**config.mk**
```make
export PLATFORM = sky130hd
export DESIGN_NAME = mem_arbiter
export DESIGN_NICKNAME = d
export VERILOG_FILES = /design/src/rtl/mem_arbiter_pkg.sv /design/src/rtl/mem_arbiter_arb_pick.sv /design/src/rtl/mem_arbiter.sv
export SDC_FILE = /design/constraint.sdc
export NUM_CORES = 1
export LEC_CHECK = 0
export ABC_AREA = 1
export BUFFER_PORTS_ARGS = -buffer_cell sky130_fd_sc_hd__buf_4
export CORE_ASPECT_RATIO = 0.6
export CORE_UTILIZATION = 35
export DETAILED_ROUTE_END_ITERATION = 12
export PLACE_DENSITY = 0.71
export SLEW_MARGIN = 20
export SYNTH_ARGS = -nofsm -noshare
export SYNTH_HDL_FRONTEND = slang
export SYNTH_SLANG_ARGS = --single-unit
export TNS_END_PERCENT = 30
```
**constraint.sdc**
```tcl
create_clock -name clk -period 1.5 [get_ports clk]
set_input_delay 0.15 -clock clk [delete_from_list [all_inputs] [get_ports clk]]
set_output_delay 0.15 -clock clk [all_outputs]
set_load 0.01 [all_outputs]
```
**src/rtl/mem_arbiter_pkg.sv**
```systemverilog
// Shared constants and types for the RAM port arbiter.
//   Widths for the RAM word/address/byte-lane buses, the arbiter
//   state and owner encodings, and the request payload selected at grant.
package mem_arbiter_pkg;

    localparam int unsigned ADDR_W   = 30;
    localparam int unsigned SEL_W    = 4;
    localparam int unsigned WORD_W   = 32;
    localparam int unsigned STARVE_W = 4;
    localparam int unsigned LAT_W    = 3;

    localparam logic ENABLE  = 1'b1;
    localparam logic DISABLE = 1'b0;

    typedef enum logic [1:0] {
        ARB_IDLE  = 2'd0,
        ARB_ISSUE = 2'd1,
        ARB_WAIT  = 2'd2,
        ARB_RESP  = 2'd3
    } arb_state_t;

    typedef enum logic {
        ARB_OWNER_IF  = 1'b0,
        ARB_OWNER_MEM = 1'b1
    } arb_owner_t;

    // Access fields latched when a requester wins the port.
    typedef struct packed {
        logic              we;
        logic [ADDR_W-1:0] addr;
        logic [SEL_W-1:0]  sel;
        logic [WORD_W-1:0] wdata;
    } ram_req_t;

endpackage

```
**src/rtl/mem_arbiter_arb_pick.sv**
```systemverilog
// Combinational owner selection for the RAM port.
//   if_req      fetch request pending
//   mem_req     MEM stage read or write pending
//   starve_cnt  consecutive MEM grants taken while fetch was waiting
//   grant       some requester wants the port
//   owner       winner: MEM unless fetch has waited STARVE_LIMIT grants
module arb_pick
    import mem_arbiter_pkg::*;
#(
    parameter int unsigned STARVE_LIMIT = 4
) (
    input  logic                if_req,
    input  logic                mem_req,
    input  logic [STARVE_W-1:0] starve_cnt,
    output logic                grant,
    output arb_owner_t          owner
);

    always_comb begin
        grant = if_req | mem_req;
        owner = ARB_OWNER_IF;
        if (mem_req && ((starve_cnt < STARVE_W'(STARVE_LIMIT)) || !if_req)) begin
            owner = ARB_OWNER_MEM;
        end
    end

endmodule

```
**src/rtl/mem_arbiter.sv**
```systemverilog
// Arbitrates one synchronous RAM port between instruction fetch (read
// only) and the MEM stage (read/write). MEM has priority, bounded by a
// starvation counter so fetch is served after STARVE_LIMIT MEM grants.
//   clk, rst                          clock, synchronous active-high reset
//   if_req/if_addr                    fetch request, held until if_done
//   if_rdata/if_done/if_stall         fetch result, completion pulse, stall
//   mem_re/mem_we/mem_addr/mem_sel/mem_wdata   MEM stage access
//   mem_rdata/mem_done/mem_stall      MEM result, completion pulse, stall
//   ram_ce/ram_we/ram_addr/ram_sel/ram_wdata   RAM strobe and fields (ISSUE only)
//   ram_rdata                         RAM read data, RAM_LATENCY after sampling
module mem_arbiter
    import mem_arbiter_pkg::*;
#(
    parameter int unsigned RAM_LATENCY  = 1,
    parameter int unsigned STARVE_LIMIT = 4
) (
    input  logic              clk,
    input  logic              rst,
    input  logic              if_req,
    input  logic [ADDR_W-1:0] if_addr,
    output logic [WORD_W-1:0] if_rdata,
    output logic              if_done,
    output logic              if_stall,
    input  logic              mem_re,
    input  logic              mem_we,
    input  logic [ADDR_W-1:0] mem_addr,
    input  logic [SEL_W-1:0]  mem_sel,
    input  logic [WORD_W-1:0] mem_wdata,
    output logic [WORD_W-1:0] mem_rdata,
    output logic              mem_done,
    output logic              mem_stall,
    output logic              ram_ce,
    output logic              ram_we,
    output logic [ADDR_W-1:0] ram_addr,
    output logic [SEL_W-1:0]  ram_sel,
    output logic [WORD_W-1:0] ram_wdata,
    input  logic [WORD_W-1:0] ram_rdata
);

    arb_state_t          state;
    arb_owner_t          owner_q;
    logic [STARVE_W-1:0] starve_cnt;
    logic [LAT_W-1:0]    lat_cnt;

    logic       mem_req;
    logic       grant;
    arb_owner_t pick_owner;
    ram_req_t   pick_req;

    assign mem_req = mem_re | mem_we;

    // Pipeline freeze while the requester's access is still outstanding.
    assign if_stall  = if_req & ~if_done;
    assign mem_stall = mem_req & ~mem_done;

    arb_pick #(
        .STARVE_LIMIT (STARVE_LIMIT)
    ) u_pick (
        .if_req     (if_req),
        .mem_req    (mem_req),
        .starve_cnt (starve_cnt),
        .grant      (grant),
        .owner      (pick_owner)
    );

    // Fields of the winning request; re+we together is handled as a write.
    always_comb begin
        pick_req = '0;
        if (pick_owner == ARB_OWNER_MEM) begin
            pick_req.we    = mem_we;
            pick_req.addr  = mem_addr;
            pick_req.sel   = mem_sel;
            pick_req.wdata = mem_wdata;
        end else begin
            pick_req.we    = 1'b0;
            pick_req.addr  = if_addr;
            pick_req.sel   = '1;
            pick_req.wdata = '0;
        end
    end

    // Arbiter FSM; the ram_* registers double as the latched request.
    always_ff @(posedge clk) begin
        if (rst) begin
            state      <= ARB_IDLE;
            owner_q    <= ARB_OWNER_IF;
            starve_cnt <= '0;
            lat_cnt    <= '0;
            if_rdata   <= '0;
            mem_rdata  <= '0;
            if_done    <= DISABLE;
            mem_done   <= DISABLE;
            ram_ce     <= DISABLE;
            ram_we     <= DISABLE;
            ram_addr   <= '0;
            ram_sel    <= '0;
            ram_wdata  <= '0;
        end else begin
            case (state)
                ARB_IDLE: begin
                    if (grant) begin
                        owner_q   <= pick_owner;
                        ram_ce    <= ENABLE;
                        ram_we    <= pick_req.we;
                        ram_addr  <= pick_req.addr;
                        ram_sel   <= pick_req.sel;
                        ram_wdata <= pick_req.wdata;
                        if (pick_owner == ARB_OWNER_MEM) begin
                            // Count only grants that made fetch wait; saturate.
                            if (if_req && (starve_cnt != '1)) begin
                                starve_cnt <= starve_cnt + STARVE_W'(1);
                            end
                        end else begin
                            starve_cnt <= '0;
                        end
                        state <= ARB_ISSUE;
                    end
                end

                ARB_ISSUE: begin
                    ram_ce    <= DISABLE;
                    ram_we    <= DISABLE;
                    ram_addr  <= '0;
                    ram_sel   <= '0;
                    ram_wdata <= '0;
                    if (ram_we) begin
                        if (owner_q == ARB_OWNER_MEM) begin
                            mem_done <= ENABLE;
                        end else begin
                            if_done <= ENABLE;
                        end
                        state <= ARB_RESP;
                    end else begin
                        lat_cnt <= LAT_W'(RAM_LATENCY);
                        state   <= ARB_WAIT;
                    end
                end

                ARB_WAIT: begin
                    lat_cnt <= lat_cnt - LAT_W'(1);
                    // Last wait cycle: RAM data is valid now.
                    if (lat_cnt == LAT_W'(1)) begin
                        if (owner_q == ARB_OWNER_MEM) begin
                            mem_rdata <= ram_rdata;
                            mem_done  <= ENABLE;
                        end else begin
                            if_rdata <= ram_rdata;
                            if_done  <= ENABLE;
                        end
                        state <= ARB_RESP;
                    end
                end

                ARB_RESP: begin
                    if_done  <= DISABLE;
                    mem_done <= DISABLE;
                    state    <= ARB_IDLE;
                end

                default: begin
                    state <= ARB_IDLE;
                end
            endcase
        end
    end

endmodule

```
==> results of run 1 <==
## layout by cell type, fill, tap and decap left out, types with 3 or more instances in the layout
master	netlist	layout
clkbuf_16	0	21
inv_1	138	136
nand3_1	66	66
a21oi_1	143	142
o21ai_1	3	9
inv_2	3	4
buf_4	5	278
o21ai_0	70	63
nand2_1	120	120
nand4_1	35	35
dfxtp_1	144	143
buf_6	0	4
ha_1	8	5
inv_6	0	5
nor2_1	5	4
buf_12	0	10
clkinvlp_4	0	3
## layout make-up
class | instances | area, µm² | area share [%]
Tap cell | 228 | 285.3 | 3.144
Multi-Input combinational cell | 460 | 2330 | 25.67
Clock buffer | 19 | 432.9 | 4.770
Clock inverter | 13 | 151.4 | 1.668
Timing Repair Buffer | 297 | 2460 | 27.11
Inverter | 141 | 531.8 | 5.860
Sequential cell | 144 | 2884 | 31.78
## worst paths after layout
check / depth (start not counted) / end / from
setup / recovery: 7 / ram_wdata[6] / state[1]
hold / removal: 3 / if_rdata[3] / ram_rdata[3]
hold reg to reg: 2 / mem_rdata[15] / mem_rdata[15]
setup reg to reg: 7 / ram_wdata[6] / state[1]
## kinds of logic (layout without fill, tap and decap cells)
family,count (synthesis),after routing,share of synthesized area [%]
AOI/OAI and AO/OA,218,218,18.46
xor gates and xnor gates,1,1,0.1472
and+or+nand+nor,233,233,18.11
adders and majority gates,8,8,1.683
buffers and inverters,199,470,13.14
DFF,144,144,48.45
## critical path: cells and delay by family, from the launching register on
family / cells / cell delay (ps)
AND/OR/NAND/NOR: 1 / 50
flip-flops: 1 / 340
buffers and inverters: 3 / 370
AO/OA/AOI/OAI: 2 / 360
adder cells (fa/ha/maj): 1 / 230
## power groups by stage
stage          clock network, W  registers [W]  logic, W
2_1_floorplan                 0        0.00541   0.00226
3_3_place_gp                  0        0.00513   0.00483
3_5_place_dp                  0        0.00514   0.00490
4_1_cts                 0.00433        0.00508   0.00520
5_1_grt                 0.00447        0.00518   0.00610
6_report                0.00421        0.00508   0.00560
## per-stage QoR
stage | area [µm²] | setup TNS [ps] | instances
final | 9075 | 0 | 1302
after global routing | 9075 | -9.909 | 1302
after CTS | 8945 | 0 | 1295
after detailed placement | 8285 | -6087 | 1260
after global placement | 8285 | -100.1 | 1260
after floorplan | 5966 | -523.8 | 803
## layer usage
layer / vias to the layer above / wire [µm]
met1: 2737 / 8660
met5: - / 0
met4: 0 / 263
met2: 200 / 7892
met3: 18 / 1483
li1: 3117 / -
## flip-flops by register name (all words and copies together) (netlist names)
| signal | flops |
|---|---|
| ram_wdata | 32 |
| state | 2 |
| ram_addr | 30 |
| if_rdata | 32 |
| lat_cnt | 3 |
| owner_q | 1 |
| if_done | 1 |
| ram_ce | 1 |
| ram_we | 1 |
| mem_rdata | 32 |
| starve_cnt | 4 |
| ram_sel | 4 |
| mem_done | 1 |
## repair_timing
item / in CTS / in global routing
buffers inserted: 2 / 3
pin swaps: 1 / 3
gates cloned: 1 / 4
hold buffers: 0 / 0
resized for setup: 7 / 16
setup endpoints to repair: 127 / 113
==> flow_metrics.py, run 1 <==
metrics = {
    "pwr": {
        "leakagePower_nw": 4.128,
        "p_seq_share_pct": 34.1,
        "finalPower_w": 0.01489,
        "swShare_pct": 34.11,
        "pwr-share-comb_pct": 37.6,
        "power.clock.fraction_pct": 28.3,
        "peakVddDrop_uv": 935.9,
        "power.internal_w": 0.009813,
        "p_per_area_mw_per_mm2": 1641,
        "switchingPower_w": 0.005079,
    },
    "clock_tree": {
        "cts.sinks": 144,
        "clk_pin_slew_ps": 70,
        "cts_buffers": 17,
        "clk_path_buf_depth": 2,
        "cts_tree": "yes",
        "clock_latency_ps": 410,
        "h-tree-depth": 4,
        "clock-root-buffer": "clkbuf_16",
    },
    "logic_synthesis": {
        "seq_area_frac_synth_pct": 48.45,
        "post-synth-top-count-cell": "dfxtp_1",
        "synthDominantCellAreaShare_pct": 48.45,
        "yosysWarnings": 0,
        "synth_ff_type": "dfxtp_1",
        "synthTopCellsByCount": "dfxtp_1, a21oi_1, inv_1",
        "yosysUniqueCellTypes": 23,
        "async_flop_share_pct": 0,
        "synth_nets": 944,
        "synthCells": 803,
        "synthesis.area_mm2": 0.005949,
        "ys_ff_latch": 144,
        "yosys-top-cells-area": "dfxtp_1, a21oi_1, inv_1",
        "syn_avg_cell_area_um2": 7.409,
        "synth.largest_area_cell": "dfxtp_1",
        "synth_edf_count": 0,
    },
    "final_layout": {
        "area_growth_pct": 52.53,
        "fin_nets": 1202,
        "drive_gt1_share_pct": 32.12,
        "n_antenna_cell": 0,
        "final_core_util_pct": 55.20,
        "n_fill_cell": 1575,
    },
    "setup_path": {
        "crit_required_ps": 1840,
        "slowest_stage": "dfxtp_1",
        "critPathMaxStageDelay_ps": 340,
        "timing.reg2reg.setup_slack_ps": 80,
        "path_cells": "inv_2, ha_2, o21ai_4, buf_6, buf_12, nand2_1, a21oi_1",
        "path_class": "reg2reg",
        "worst-path-max-fanout": 11,
        "cp.arrival_ps": 1760,
        "startpoint_type": "flop",
        "worstSetupEndpointType": "flop",
    },
    "sta": {
        "max-slew-margin-rel_pct": 76.30,
        "tightest_slew_ps": 355.5,
        "fmax_mhz": 702.1,
        "setup_ws_ps": 75.72,
        "timing.final.crit_period_ps": 1424,
        "clock_skew_ps": 11.42,
        "period_share_pct": 94.95,
        "hold_viol": 0,
        "finalSetupViolCount": 0,
        "slew_violations": 0,
        "worst_hold_slack_ps": 17.74,
    },
    "job": {
        "timing.max_cap.violations": 0,
    },
    "floorplan": {
        "die_w_um": 170.3,
        "initial_core_util_pct": 36.19,
        "fp.dieH_um": 103.0,
        "die_area_mm2": 0.01754,
        "std_cell_rows": 36,
        "coreArea_mm2": 0.01644,
        "ioPinCount": 269,
    },
    "detailed_routing": {
        "drt_drc_violations_left": 0,
        "viasPerCell": 4.664,
        "wl_mm": 18.30,
        "drt_first_pass_iters": 4,
        "dr_total_vias": 6072,
        "final_antenna_net_count": 0,
        "post_drt_wl_per_cell_um": 14.05,
        "drtIter0Drc": 264,
    },
    "placement": {
        "gp_congestion": 0.7805,
        "post-place-ws_ps": -113.4,
        "hpwl_mm": 12.20,
        "port_buffers": 268,
    },
    "grt": {
        "busiest_layer": "met2",
        "antenna_found_initial": 0,
        "grt.overflow.total": 0,
        "grt_util_met3_pct": 6.833,
        "grt_max_degree": 77,
        "grt_usage_pct": 19.71,
        "grt_pass1_wl_mm": 27.32,
        "grtUsageMet2_pct": 30.14,
        "grt_pass1_vias": 5453,
        "grtUsageMet1_pct": 26.18,
    },
    "hold_path": {
        "hp-class": "in2reg",
    },
    "status": {
        "outcome": "completed",
    },
}
(Power assumes the default switching activity.)
==> run 2: changes to the inputs <==
--- a/config.mk
+++ b/config.mk
@@ -11,6 +11,7 @@
 export CORE_UTILIZATION = 35
 export DETAILED_ROUTE_END_ITERATION = 12
 export PLACE_DENSITY = 0.71
+export RECOVER_POWER = 100
 export SLEW_MARGIN = 20
 export SYNTH_ARGS = -nofsm -noshare
 export SYNTH_HDL_FRONTEND = slang
==> flow_metrics.py, run 2 (same netlist as run 1, synthesis figures left out) <==
metrics = {
    "sta": {
        "slew_violations": 0,
        "timing.final.crit_period_ps": 1423,
        "fmax_mhz": 702.5,
        "max-slew-margin-rel_pct": 76.45,
        "period_share_pct": 94.89,
        "finalSetupTns_ps": 0,
        "clock_skew_ps": 11.10,
        "finalSetupViolCount": 0,
        "setup_ws_ps": 76.61,
        "hold_viol": 0,
        "tightest_slew_ps": 353.2,
    },
    "final_layout": {
        "mostFrequentLayoutCells": "dfxtp_1, a21oi_1, buf_4",
        "drive_gt1_share_pct": 19.37,
        "reg_top3": "if_rdata: 32 flops, mem_rdata: 32 flops, ram_wdata: 32 flops",
        "final_common_cell": "dfxtp_1",
        "n_antenna_cell": 0,
        "area_growth_pct": 43.89,
        "fin_nets": 1202,
        "stdcell_count": 1302,
        "final_core_util_pct": 52.07,
        "n_fill_cell": 1724,
        "register_area_mm2": 0.002884,
        "multi_input_area_mm2": 0.002330,
    },
    "grt": {
        "grt_usage_pct": 19.71,
        "grt.overflow.total": 0,
        "grt_pass1_vias": 5453,
        "antenna_found_initial": 0,
        "grt_max_degree": 77,
        "grt_pass1_wl_mm": 27.32,
    },
    "pwr": {
        "peakVddDrop_uv": 929.0,
        "leakagePower_nw": 3.556,
        "power.internal_w": 0.009242,
        "finalPower_w": 0.01430,
        "p_per_area_mw_per_mm2": 1671,
        "pwr-share-comb_pct": 35.1,
        "swShare_pct": 35.39,
        "p_seq_share_pct": 35.4,
        "power.clock.fraction_pct": 29.5,
        "switchingPower_w": 0.005062,
    },
    "clock_tree": {
        "clk_path_buf_depth": 2,
        "cts_tree": "yes",
        "cts_buffers": 17,
        "clock_latency_ps": 410,
        "cts.sinks": 144,
        "h-tree-depth": 4,
        "cts_hold_buf": 0,
        "clk_pin_slew_ps": 60,
        "clock-root-buffer": "clkbuf_16",
    },
    "status": {
        "outcome": "completed",
    },
    "floorplan": {
        "die_area_mm2": 0.01754,
        "fp.dieH_um": 103.0,
        "coreArea_mm2": 0.01644,
        "die_w_um": 170.3,
        "ioPinCount": 269,
        "std_cell_rows": 36,
        "initial_core_util_pct": 36.19,
    },
    "placement": {
        "hpwl_mm": 12.20,
        "port_buffers": 268,
        "post-place-ws_ps": -113.4,
        "gp_congestion": 0.7805,
        "placed_cells": 1260,
    },
    "setup_path": {
        "crit_required_ps": 1840,
        "path_class": "reg2reg",
        "slowest_stage": "dfxtp_1",
        "worst-path-max-fanout": 10,
        "worstSetupEndpointType": "flop",
        "cp.arrival_ps": 1760,
        "path_cells": "inv_2, ha_2, o21ai_4, buf_6, clkbuf_16, nand2_1, a21oi_1",
        "critPathMaxStageDelay_ps": 340,
        "startpoint_type": "flop",
    },
    "detailed_routing": {
        "final_antenna_net_count": 0,
        "dr_total_vias": 6075,
        "wl_mm": 18.26,
        "post_drt_wl_per_cell_um": 14.02,
        "drt_drc_violations_left": 0,
        "drt_first_pass_iters": 4,
        "drtIter0Drc": 325,
        "viasPerCell": 4.666,
    },
    "hold_path": {
        "hp-class": "in2reg",
    },
    "job": {
        "timing.max_cap.violations": 0,
    },
}
## run 2: cell count changes in the layout (fill, tap and decap cells not counted)
cell      before  now
buf_4        278  141
clkbuf_1       2  139
## run 2: worst max-delay path, delay by kind of cell (launching register included)
family          cells  cell delay (ps)
compound gates      2              350
fa+ha+maj           1              230
buf+inv             3              390
flops               1              340
simple gates        1               50
## run 2: worst paths after layout
kind                                    from           end  slack (ps)  cells past startpoint
worst max-delay path                state[1]  ram_addr[15]          80                      7
worst min-delay path            ram_rdata[3]   if_rdata[3]          20                      3
worst max register to register      state[1]  ram_addr[15]          80                      7
worst min register to register  mem_rdata[9]  mem_rdata[9]         440                      2
## run 2: power groups by stage
| stage | clock network, W | registers, W | logic, W |
|---|---|---|---|
| CTS | 0.00433 | 0.00508 | 0.00520 |
| floorplan | 0 | 0.00541 | 0.00226 |
| global route | 0.00447 | 0.00516 | 0.00552 |
| detailed placement | 0 | 0.00514 | 0.00490 |
| finish | 0.00421 | 0.00507 | 0.00502 |
| global placement | 0 | 0.00513 | 0.00483 |
## run 2: layer usage
metal / routed length [µm] / track usage [%] / part of all wire (%)
met1: 8765 / 26.18 / 48
met5: 0 / 0 / 0
met2: 7795 / 30.14 / 43
met4: 279 / 6.029 / 1.5
met3: 1419 / 6.833 / 7.8
## run 2: per-stage QoR
stage          hold WS [ps]  area [µm²]
2_1_floorplan         310.0        5966
3_3_place_gp          430.7        8285
3_5_place_dp          434.3        8285
4_1_cts              0.8660        8945
5_1_grt               6.059        8561
6_report              17.61        8561
## run 2: repair_timing
item | 4_1_cts | 5_1_grt
setup endpoints to repair | 127 | 113
setup buffers | 2 | 3
pin swaps | 1 | 3
cloned | 1 | 4
gates resized for setup | 7 | 16
## run 2: final cells by class
cell class,count,share of cell area [%]
repair buffers,297,22.73
well taps,228,3.332
flip-flops and latches,144,33.69
multi-input cells,460,27.21
clock inverters,13,1.768
inverters,141,6.212
clock buffers,19,5.057
==> run 3: changes to the inputs <==
--- a/config.mk
+++ b/config.mk
@@ -5,12 +5,11 @@
 export SDC_FILE = /design/constraint.sdc
 export NUM_CORES = 1
 export LEC_CHECK = 0
-export ABC_AREA = 1
 export BUFFER_PORTS_ARGS = -buffer_cell sky130_fd_sc_hd__buf_4
 export CORE_ASPECT_RATIO = 0.6
 export CORE_UTILIZATION = 35
 export DETAILED_ROUTE_END_ITERATION = 12
-export PLACE_DENSITY = 0.71
+export PLACE_DENSITY = 0.72
 export RECOVER_POWER = 100
 export SLEW_MARGIN = 20
 export SYNTH_ARGS = -nofsm -noshare
==> flow_metrics.py, run 3 <==
metrics = {
    "status": {
        "outcome": "complete, but fails checks",
        "violations": "negative setup slack",
    },
    "sta": {
        "clock_skew_ps": 10.55,
        "period_share_pct": 116.0,
        "finalSetupViolCount": 111,
        "setup_ws_ps": -240.5,
        "rsz0062_at_grt": "yes",
        "hold_viol": 0,
        "max-slew-margin-rel_pct": 69.82,
        "tightest_slew_ps": 452.7,
        "worst_hold_slack_ps": 21.27,
        "fmax_mhz": 574.5,
        "timing.final.crit_period_ps": 1740,
        "slew_violations": 0,
    },
    "clock_tree": {
        "clock_latency_ps": 400,
        "clk_path_buf_depth": 2,
        "clock-root-buffer": "clkbuf_16",
        "clk_pin_slew_ps": 60,
        "cts_tree": "yes",
        "cts_buffers": 17,
        "h-tree-depth": 4,
        "cts.sinks": 144,
    },
    "logic_synthesis": {
        "syn_avg_cell_area_um2": 9.584,
        "post-synth-top-count-cell": "dfxtp_1",
        "yosysUniqueCellTypes": 33,
        "seq_area_frac_synth_pct": 53.91,
        "synth.largest_area_cell": "dfxtp_1",
        "synth_nets": 699,
        "ys_ff_latch": 144,
        "synth_edf_count": 0,
        "synth_ff_type": "dfxtp_1",
        "yosysWarnings": 0,
        "synthDominantCellAreaShare_pct": 53.91,
        "synthCells": 558,
        "yosys-top-cells-area": "dfxtp_1, nand2_1, a21oi_1",
        "synthTopCellsByCount": "dfxtp_1, nand2_1, a21oi_1",
        "synthesis.area_mm2": 0.005348,
        "async_flop_share_pct": 0,
    },
    "detailed_routing": {
        "wl_met2_mm": 7.920,
        "drt_first_pass_iters": 4,
        "dr_wl_met3_um": 974,
        "drtIter0Drc": 214,
        "wl_mm": 16.77,
        "final_antenna_net_count": 0,
        "post_drt_wl_per_cell_um": 14.91,
        "wl_met1_mm": 7.639,
        "drt_drc_violations_left": 0,
        "highest-signal-layer": "met4",
        "dr_total_vias": 5341,
        "viasPerCell": 4.748,
    },
    "setup_path": {
        "worstRegToRegCells": 8,
        "cp.arrival_ps": 2070,
        "critical_path.top_delay_family": "simple AND/OR/NAND/NOR gates",
        "worst-path-max-fanout": 5,
        "timing.reg2reg.setup_slack_ps": -240,
        "reg2reg_to": "ram_sel[3]",
        "startpoint_type": "flop",
        "worstReg2RegStart": "state[1]",
        "crit_required_ps": 1830,
        "slowest_stage": "or4b_4",
        "worstSetupEndpointType": "flop",
        "critPathMaxStageDelay_ps": 470,
        "path_class": "reg2reg",
        "path_cells": "inv_2, ha_4, or4b_4, o21ai_2, and2b_4, buf_12, clkbuf_16, o2bb2ai_2",
        "path_buf_inv": 3,
    },
    "grt": {
        "antenna_found_initial": 0,
        "grt_max_degree": 76,
        "grt_pass1_vias": 5252,
        "grt_usage_pct": 20.65,
        "grt.overflow.total": 0,
        "grt_pass1_wl_mm": 26.18,
    },
    "pwr": {
        "leakagePower_nw": 3.473,
        "p_seq_share_pct": 38.0,
        "finalPower_w": 0.01303,
        "p_per_area_mw_per_mm2": 1459,
        "peakVddDrop_uv": 955.3,
        "swShare_pct": 31.98,
        "pwr-share-comb_pct": 29.4,
        "switchingPower_w": 0.004165,
        "power.internal_w": 0.008860,
        "power.clock.fraction_pct": 32.5,
    },
    "hold_path": {
        "hp-start": "if_addr[1]",
        "min_to": "ram_addr[1]",
        "hp-class": "in2reg",
        "min_path_cells": 3,
    },
    "floorplan": {
        "ioPinCount": 269,
        "die_w_um": 161.6,
        "die_area_mm2": 0.01579,
        "std_cell_rows": 34,
        "fp.dieH_um": 97.75,
        "coreArea_mm2": 0.01472,
        "initial_core_util_pct": 36.33,
    },
    "final_layout": {
        "area_growth_pct": 66.92,
        "final_core_util_pct": 60.64,
        "fin_nets": 1055,
        "mostFrequentLayoutCells": "buf_4, dfxtp_1, nand2_1",
        "final_common_cell": "buf_4",
        "n_antenna_cell": 0,
        "drive_gt1_share_pct": 28.80,
        "reg_top3": "if_rdata: 32 flops, mem_rdata: 32 flops, ram_wdata: 32 flops",
        "final_area_mm2": 0.008926,
    },
    "placement": {
        "gp_congestion": 0.7869,
        "dpl_cell_area_mm2": 0.007802,
        "post-place-ws_ps": -222.5,
        "hpwl_mm": 10.98,
        "port_buffers": 268,
    },
    "job": {
        "timing.max_cap.violations": 0,
    },
}
-- run 3: timing repair --
item / in CTS / in global routing
setup buffers: 0 / 1
gates cloned: 0 / 3
pin swaps: 13 / 4
hold buffers: 74 / 0
resized for setup: 9 / 45
endpoints found under the setup margin: 137 / 137
hold endpoints to repair: 101 / 0
-- run 3: kinds of logic (layout without fill, tap and decap cells) --
kind of cell               after synthesis  after routing  share of synthesized area [%]
buffers and inverters                   46            415                          4.165
adders and majority gates                8              8                          1.872
DFF                                    144            144                          53.91
muxes                                   31             31                          5.803
AOI/OAI and AO/OA                      152            152                          20.50
and+or+nand+nor                        177            177                          13.76
-- run 3: power by group through the flow --
stage / Sequential, W / Clock, W / Combinational, W
after floorplan: 0.00527 / 0 / 0.00156
after global placement: 0.00502 / 0 / 0.00373
after detailed placement: 0.00502 / 0 / 0.00379
after CTS: 0.00496 / 0.00434 / 0.00400
after global routing: 0.00504 / 0.00454 / 0.00416
final: 0.00495 / 0.00424 / 0.00384
-- run 3: worst max-delay path by stage --
stage	cells past startpoint	from	end
global route	8	state[1]	ram_sel[3]
floorplan	8	state[1]	ram_addr[0]
detailed placement	7	state[1]	ram_addr[19]
finish	8	state[1]	ram_sel[3]
global placement	7	state[1]	ram_addr[20]
CTS	7	state[1]	ram_addr[19]
-- run 3: layout make-up --
class,instances,area [µm²]
clock buffers,19,442.9
clock inverters,13,152.6
fillers,1350,5793
multi-input cells,368,2489
flip-flops and latches,144,2885
inverters,6,22.52
repair buffers,377,2686
well taps,198,247.7
-- run 3: layer usage --
layer	track usage [%]	up-vias
li1	-	2663
met1	25.63	2497
met2	34.88	163
met3	5.565	18
met4	6.604	0
met5	0	-
-- run 3: per-stage QoR --
stage / setup TNS [ps] / instances
final: -13320 / 1125
after global routing: -22170 / 1125
after CTS: -17130 / 1121
after detailed placement: -18350 / 1015
after global placement: -14010 / 1015
after floorplan: -11930 / 558
-- run 3: tightest hold or removal path, cell delays in order --
cell and delay (ps):
buf_4 80, mux2i_1 60, o2bb2ai_2 100
